[config.mk]
export PLATFORM = sky130hd
export DESIGN_NAME = opfetch
export DESIGN_NICKNAME = d
export VERILOG_FILES = /design/src/rtl/opfetch.sv
export SDC_FILE = /design/constraint.sdc
export NUM_CORES = 2
export LEC_CHECK = 0
export BUFFER_PORTS_ARGS = -buffer_cell sky130_fd_sc_hd__buf_2
export CAP_MARGIN = 20
export CORE_ASPECT_RATIO = 2
export CORE_MARGIN = 5
export CORE_UTILIZATION = 52
export DETAILED_ROUTE_END_ITERATION = 7
export PLACE_DENSITY = 0.7
export SYNTH_ARGS = -nofsm -noshare
export SYNTH_HDL_FRONTEND = slang
export SYNTH_SLANG_ARGS = --single-unit
export TNS_END_PERCENT = 1
[constraint.sdc]
create_clock -name i_clk -period 49.7 [get_ports i_clk]
set_input_delay 9.94 -clock i_clk [delete_from_list [all_inputs] [get_ports i_clk]]
set_output_delay 9.94 -clock i_clk [all_outputs]
set_load 0.1 [all_outputs]
[src/rtl/opfetch.sv]
// Operand-fetch stage: 16x32 register file with write bypass, optional data-memory
// read for loads, and a held output register set with a valid/ready handshake.
module opfetch #(
    parameter int NREGS = 16,
    parameter int W     = 32,
    localparam int IW   = $clog2(NREGS)
) (
    input  logic          i_clk,
    input  logic          i_rst,
    input  logic          i_valid,
    output logic          o_ready,
    input  logic [3:0]    i_inst,
    input  logic [1:0]    i_fmt,
    input  logic [IW-1:0] i_rs0,
    input  logic [IW-1:0] i_rs1,
    input  logic [IW-1:0] i_rd,
    output logic          o_mem_req,
    output logic [W-1:0]  o_mem_addr,
    input  logic          i_mem_ack,
    input  logic [W-1:0]  i_mem_data,
    input  logic          i_wb_en,
    input  logic [IW-1:0] i_wb_idx,
    input  logic [W-1:0]  i_wb_val,
    output logic          o_valid,
    input  logic          i_ready,
    output logic [3:0]    o_inst,
    output logic [1:0]    o_fmt,
    output logic [IW-1:0] o_rd,
    output logic [W-1:0]  o_reg0,
    output logic [W-1:0]  o_reg1,
    output logic [W-1:0]  o_ram
);

    localparam logic [3:0] OP_LD  = 4'h8;
    localparam logic [3:0] OP_LDA = 4'h9;

    typedef enum logic [1:0] {
        ST_IDLE = 2'd0,
        ST_MEM  = 2'd1,
        ST_OUT  = 2'd2
    } state_t;

    state_t         state_r;
    state_t         state_nxt_s;
    logic [W-1:0]   rf_r [NREGS];
    logic [W-1:0]   rd0_s;
    logic [W-1:0]   rd1_s;
    logic [W-1:0]   addr_s;
    logic           accept_s;
    logic           is_load_s;
    logic           ready_s;
    logic           valid_r;
    logic           mem_req_r;
    logic [W-1:0]   mem_addr_r;
    logic [3:0]     inst_r;
    logic [1:0]     fmt_r;
    logic [IW-1:0]  rd_r;
    logic [W-1:0]   reg0_r;
    logic [W-1:0]   reg1_r;
    logic [W-1:0]   ram_r;

    // Register file write port; r0 is never written so it stays zero.
    always_ff @(posedge i_clk or posedge i_rst) begin
        if (i_rst) begin
            for (int i = 0; i < NREGS; i++) begin
                rf_r[i] <= {W{1'b0}};
            end
        end else if (i_wb_en && (i_wb_idx != {IW{1'b0}})) begin
            rf_r[i_wb_idx] <= i_wb_val;
        end
    end

    // Read ports with same-cycle writeback bypass.
    always_comb begin
        rd0_s = {W{1'b0}};
        rd1_s = {W{1'b0}};
        if (i_rs0 == {IW{1'b0}}) begin
            rd0_s = {W{1'b0}};
        end else if (i_wb_en && (i_wb_idx == i_rs0)) begin
            rd0_s = i_wb_val;
        end else begin
            rd0_s = rf_r[i_rs0];
        end
        if (i_rs1 == {IW{1'b0}}) begin
            rd1_s = {W{1'b0}};
        end else if (i_wb_en && (i_wb_idx == i_rs1)) begin
            rd1_s = i_wb_val;
        end else begin
            rd1_s = rf_r[i_rs1];
        end
    end

    // Handshake and load address decode.
    always_comb begin
        ready_s   = (state_r == ST_IDLE) || ((state_r == ST_OUT) && i_ready);
        accept_s  = i_valid && ready_s;
        is_load_s = (i_inst == OP_LD) || (i_inst == OP_LDA);
        if (i_inst == OP_LDA) begin
            addr_s = rd0_s + rd1_s;
        end else begin
            addr_s = rd0_s;
        end
    end

    // Next-state logic.
    always_comb begin
        state_nxt_s = state_r;
        case (state_r)
            ST_IDLE: begin
                if (accept_s) begin
                    state_nxt_s = is_load_s ? ST_MEM : ST_OUT;
                end else begin
                    state_nxt_s = ST_IDLE;
                end
            end
            ST_MEM: begin
                if (i_mem_ack) begin
                    state_nxt_s = ST_OUT;
                end else begin
                    state_nxt_s = ST_MEM;
                end
            end
            ST_OUT: begin
                if (accept_s) begin
                    state_nxt_s = is_load_s ? ST_MEM : ST_OUT;
                end else if (i_ready) begin
                    state_nxt_s = ST_IDLE;
                end else begin
                    state_nxt_s = ST_OUT;
                end
            end
            default: state_nxt_s = ST_IDLE;
        endcase
    end

    // State register with handshake flags registered alongside it.
    always_ff @(posedge i_clk or posedge i_rst) begin
        if (i_rst) begin
            state_r   <= ST_IDLE;
            valid_r   <= 1'b0;
            mem_req_r <= 1'b0;
        end else begin
            state_r   <= state_nxt_s;
            valid_r   <= (state_nxt_s == ST_OUT);
            mem_req_r <= (state_nxt_s == ST_MEM);
        end
    end

    // Operand capture; values stay frozen until the next accept or ack.
    always_ff @(posedge i_clk or posedge i_rst) begin
        if (i_rst) begin
            mem_addr_r <= {W{1'b0}};
            inst_r     <= 4'h0;
            fmt_r      <= 2'b00;
            rd_r       <= {IW{1'b0}};
            reg0_r     <= {W{1'b0}};
            reg1_r     <= {W{1'b0}};
            ram_r      <= {W{1'b0}};
        end else if (accept_s) begin
            inst_r <= i_inst;
            fmt_r  <= i_fmt;
            rd_r   <= i_rd;
            reg0_r <= rd0_s;
            reg1_r <= rd1_s;
            if (is_load_s) begin
                mem_addr_r <= addr_s;
            end else begin
                ram_r <= {W{1'b0}};
            end
        end else if ((state_r == ST_MEM) && i_mem_ack) begin
            ram_r <= i_mem_data;
        end
    end

    assign o_ready    = ready_s;
    assign o_valid    = valid_r;
    assign o_mem_req  = mem_req_r;
    assign o_mem_addr = mem_addr_r;
    assign o_inst     = inst_r;
    assign o_fmt      = fmt_r;
    assign o_rd       = rd_r;
    assign o_reg0     = reg0_r;
    assign o_reg1     = reg1_r;
    assign o_ram      = ram_r;

endmodule

Yosys cells after proc, flatten, opt, wreduce, memory -nomap -nowiden
Cells that the tools add are included.
Word-level totals
  flip-flop bits (word level): 654
  memory bits (writable): 0
  memory bits (read-only): 0
  memories: 0
  bits in latches: 0
  input port bits: 92
Cells by class
  reductions and logical operators: 16
  div/mod/pow operators: 0
  $lt $le $gt $ge: 4
  add/sub/neg operators: 1
  bitwise logic cells: 3
  muxes and demuxes: 23
  multipliers: 0
  shifts and indexed selects: 0
  equal/unequal tests: 9
Operator list (count)
  512-bit bitwise mux: 1
  32-bit 2-to-1 mux: 13
  32-bit binary-select mux with 4-bit select: 2
  32-bit demux with 4-bit select: 1
  32-bit adder: 1
  5-bit greater-or-equal comparator, second input constant: 3
  4-bit inverter with 5-bit output: 3
  2-bit 2-to-1 mux: 5
  4-bit == test: 2
  4-bit == test, second input constant: 2
  4-bit logical NOT: 2
  1-bit logical AND: 7
  2-bit case mux with 3 select lines: 1
  5-bit by 1-bit less-than comparator with 1-bit output, second input constant: 1
  2-bit by 1-bit == test with 1-bit output, second input constant: 2
  2-bit == test, second input constant: 2
  2-bit AND reduction: 2
  4-bit nonzero test: 1
  2-bit logical NOT: 1
  1-bit logical OR: 2
  2-bit inequality test, second input constant: 1
  2-bit nonzero test: 1

Logic depth before layout (Yosys ltp)
  depth after elaboration: 8
  mapped depth: 21
  depth with buffers taken out: 17

Least setup slack after synthesis
OpenSTA, ideal clock, no wires.
  path kind: in2out
  start point: input i_ready
  end point: output o_ready
  setup slack: 28.488 ns
  stages on the path: 2
  required time: 39.760 ns
  arrival time: 11.272 ns
  cell sequence: nor2b_1 -> nor2_1
On the way
  longest elaborated chain between the ends: 2
RTL lines
  start: declaration: RTL line 25  | input logic i_ready,
  1-bit logical AND: RTL line 95  | ready_s = (state_r == ST_IDLE) || ((state_r == ST_OUT) && i_ready);
  1-bit logical OR: RTL line 95
  end: declaration: RTL line 11  | output logic o_ready,
Every way passes these cells.

Final worst setup path
Same ends and word-level chain as after synthesis.

==> results.json <==
{
  "synth-edff-count": 0,
  "cts.clk_slew.worst_paths_ns": 0.06,
  "design.core.area_um2": 65700,
  "cp_common_cell": "buf_2",
  "root_buffer": "clkbuf_16",
  "gr-max-usage-layer": "met2",
  "timing.rr.start": "rf_r[6]",
  "p_leak_nw": 16.5,
  "fp.dieH_um": 374,
  "grt-ovfl-total": 0,
  "drv_slew": 0,
  "tightest_slew_ns": 1.21,
  "synth_seq_cells": 654,
  "grtUsageTotal": 0.288,
  "synthArstFlopShare": 1.00,
  "max_stage_delay_ns": 0.46,
  "gp_congestion": 0.894,
  "hold_depth": 0,
  "crit_chain": "buf_2 -> nor2b_1 -> nor2_1 -> buf_2",
  "final_cell_mix": "dfrtp_1 (654), mux2_2 (503), mux4_2 (320)",
  "synth_cell_type_count": 60,
  "grt_pass1_vias": 24400,
  "synthCells": 2407,
  "slew_headroom": 0.190,
  "grt_max_degree": 183,
  "ys.warnings.count": 0,
  "grtUsageMet3": 0.0572,
  "syn_area_per_cell_um2": 14.3,
  "crit_path_end_kind": "output port",
  "timing.rr.end": "o_mem_addr[27]",
  "crit_path_top_delay_cell": "buf_2",
  "first_iter_violations": 1837,
  "synth_top_area_frac": 0.476,
  "path_max_fanout": 3,
  "synthFlopType": "dfrtp_1",
  "drt_wl_total_mm": 103,
  "layout-drive-gt1-share": 0.480,
  "ant_nets": 0,
  "wl_per_cell_um": 30.0,
  "post_cts_resize_count": 0,
  "vias_per_cell": 6.59,
  "syn_nets": 2531,
  "met1_usage": 0.334,
  "initial_utilization": 0.523,
  "cts_setup_buffers": 0,
  "vias": 22500,
  "holdPathEnd": "rf_r[511]",
  "dp.cells": 3315,
  "dp_hpwl_mm": 64.0,
  "worstRegToRegCells": 14,
  "cts_tree": "yes",
  "finalNonFillerCells": 3421,
  "clock_path_buffers": 3,
  "rows": 133,
  "use_met2": 0.492,
  "critPathKind": "primary input to output port",
  "powerDensity_nw_per_um2": 51.0,
  "cts_made_buffers": 55,
  "r2r_setup_slack_ns": 44.68,
  "synth_area_um2": 34400,
  "arrival_ns": 10.68,
  "clock_latency_ns": 0.63,
  "critPathLaunchType": "primary input",
  "grt_pass1_wl_mm": 155,
  "cap_violations": 0,
  "port_buffers": 232,
  "tns_ns": 0,
  "max_freq_ghz": 0.0485,
  "yosysTopAreaCell": "dfrtp_1",
  "hold_viol": 0,
  "die_area_um2": 71700,
  "final.fill_count": 5055,
  "area_delta_synth_final_pct": 11.2,
  "path_buf_inv": 2,
  "path_delay_family": "buffers and inverters",
  "critPathRequiredTime_ns": 39.76,
  "htree_levels": 2,
  "synth_seq_area_share": 0.476,
  "antenna_found_initial": 9,
  "cts_hold_buf": 0,
  "fin_crit_ns": 20.62,
  "vdd_drop_max_v": 0.0000457,
  "rsz0062_at_grt": "no",
  "run_status": "complete, no violations",
  "min-delay-start": "rf_r[511]",
  "die_x_um": 192,
  "ios": 233,
  "finalSetupViolations": 0,
  "final_nets": 2623,
  "clock_skew_ns": 0.0278,
  "worstHoldPathType": "flop to flop",
  "drc": 0,
  "final_common_cell": "dfrtp_1",
  "dr.pass1.iters": 7,
  "min_period_over_period": 0.415,
  "synth_area_leaders": "dfrtp_1 (48%), mux4_2 (21%), mux2_2 (16%), clkbuf_1 (2.1%), nand2_1 (2.0%)",
  "clkSinkCount": 654
}
[final cells by class]
| class | instances | area, µm² | area share |
|---|---|---|---|
| Sequential cell | 654 | 16400 | 0.428 |
| Clock inverter | 19 | 310 | 0.00811 |
| Timing Repair Buffer | 281 | 1660 | 0.0433 |
| Clock buffer | 79 | 1620 | 0.0423 |
| Tap cell | 877 | 1100 | 0.0287 |
| Inverter | 10 | 45.0 | 0.00118 |
| Antenna cell | 4 | 10.0 | 0.000262 |
| Multi-Input combinational cell | 1497 | 17200 | 0.448 |
[worst reg2reg max path, stage by stage (launching register included)]
cell and delay (ns):
dfrtp_1 0.40, mux4_2 0.49, mux4_2 0.48, nand2_1 0.08
a21oi_1 0.22, ha_1 0.45, a21oi_1 0.21, o21ai_1 0.08
a211oi_1 0.92, a221oi_1 0.17, buf_4 0.24, a31oi_1 0.27
xnor2_1 0.09, o22ai_1 0.64, o21ai_1 0.11
[where the power goes]
part / switching [mW] / internal (mW)
registers: 0.0860 / 0.656
clock network: 0.204 / 0.267
logic: 0.469 / 0.270
[how the worst max path moves through the flow]
stage | endpoint | cells past startpoint | slack (ns) | start
final | o_ready | 4 | 29.08 | i_ready
after global routing | o_ready | 4 | 29.04 | i_ready
after CTS | o_ready | 4 | 29.09 | i_ready
after detailed placement | o_ready | 4 | 29.09 | i_ready
after global placement | o_ready | 4 | 29.06 | i_ready
after floorplan | o_fmt[0] | 1 | 21.43 | i_rst
[through the flow]
step | utilization | power (mW) | hold slack, ns | area (µm²) | worst slack [ns]
final | 0.582 | 1.95 | 0.396 | 38300 | 29.08
after global routing | 0.582 | 2.03 | 0.409 | 38300 | 29.04
after CTS | 0.580 | 1.96 | 0.399 | 38100 | 29.09
after detailed placement | 0.551 | 1.49 | 0.384 | 36200 | 29.09
after global placement | 0.551 | 1.45 | 0.376 | 36200 | 29.06
after floorplan | - | 1.31 | 0.441 | 34400 | 21.43
[cells by family (layout without fill, tap and decap cells)]
kind of cell               count (synthesis)  after routing  synth area share
and+or+nand+nor                          305            305            0.0378
buffers and inverters                    256            389            0.0291
muxes                                    876            876             0.392
DFF                                      654            654             0.476
xor gates and xnor gates                  31             31           0.00789
adders and majority gates                 32             32            0.0119
other                                      0              4                 0
AOI/OAI and AO/OA                        253            253            0.0458
[synth_stat cells (all sizes together), types with 3 or more instances]
cell,count
nand4,4
mux2,554
and2,6
nor2,58
a21oi,105
inv,10
a22o,32
a21boi,3
or3,7
and3,7
clkbuf,189
nand3b,3
nand3,10
ha,31
a31oi,8
xor2,12
xnor2,19
o21bai,6
o22ai,9
buf,57
o211ai,4
nand2b,7
o21a,3
nand2,182
nor2b,4
dfrtp,654
nor3,11
a211oi,4
o21ai,44
a21o,17
mux4,320
[registers in the layout (all words and copies together), names as in the netlist, 2 cells and up]
register,cells
o_inst,4
rf_r,512
state_r,2
o_fmt,2
o_reg1,32
o_rd,4
o_reg0,32
o_mem_addr,32
o_ram,32
[metal layers]
metal	vias to the layer above	wire length [µm]
li1	9271	-
met1	11900	35300
met2	1015	52600
met3	357	7390
met4	6	7100
met5	-	107
(Power assumes the default switching activity.)
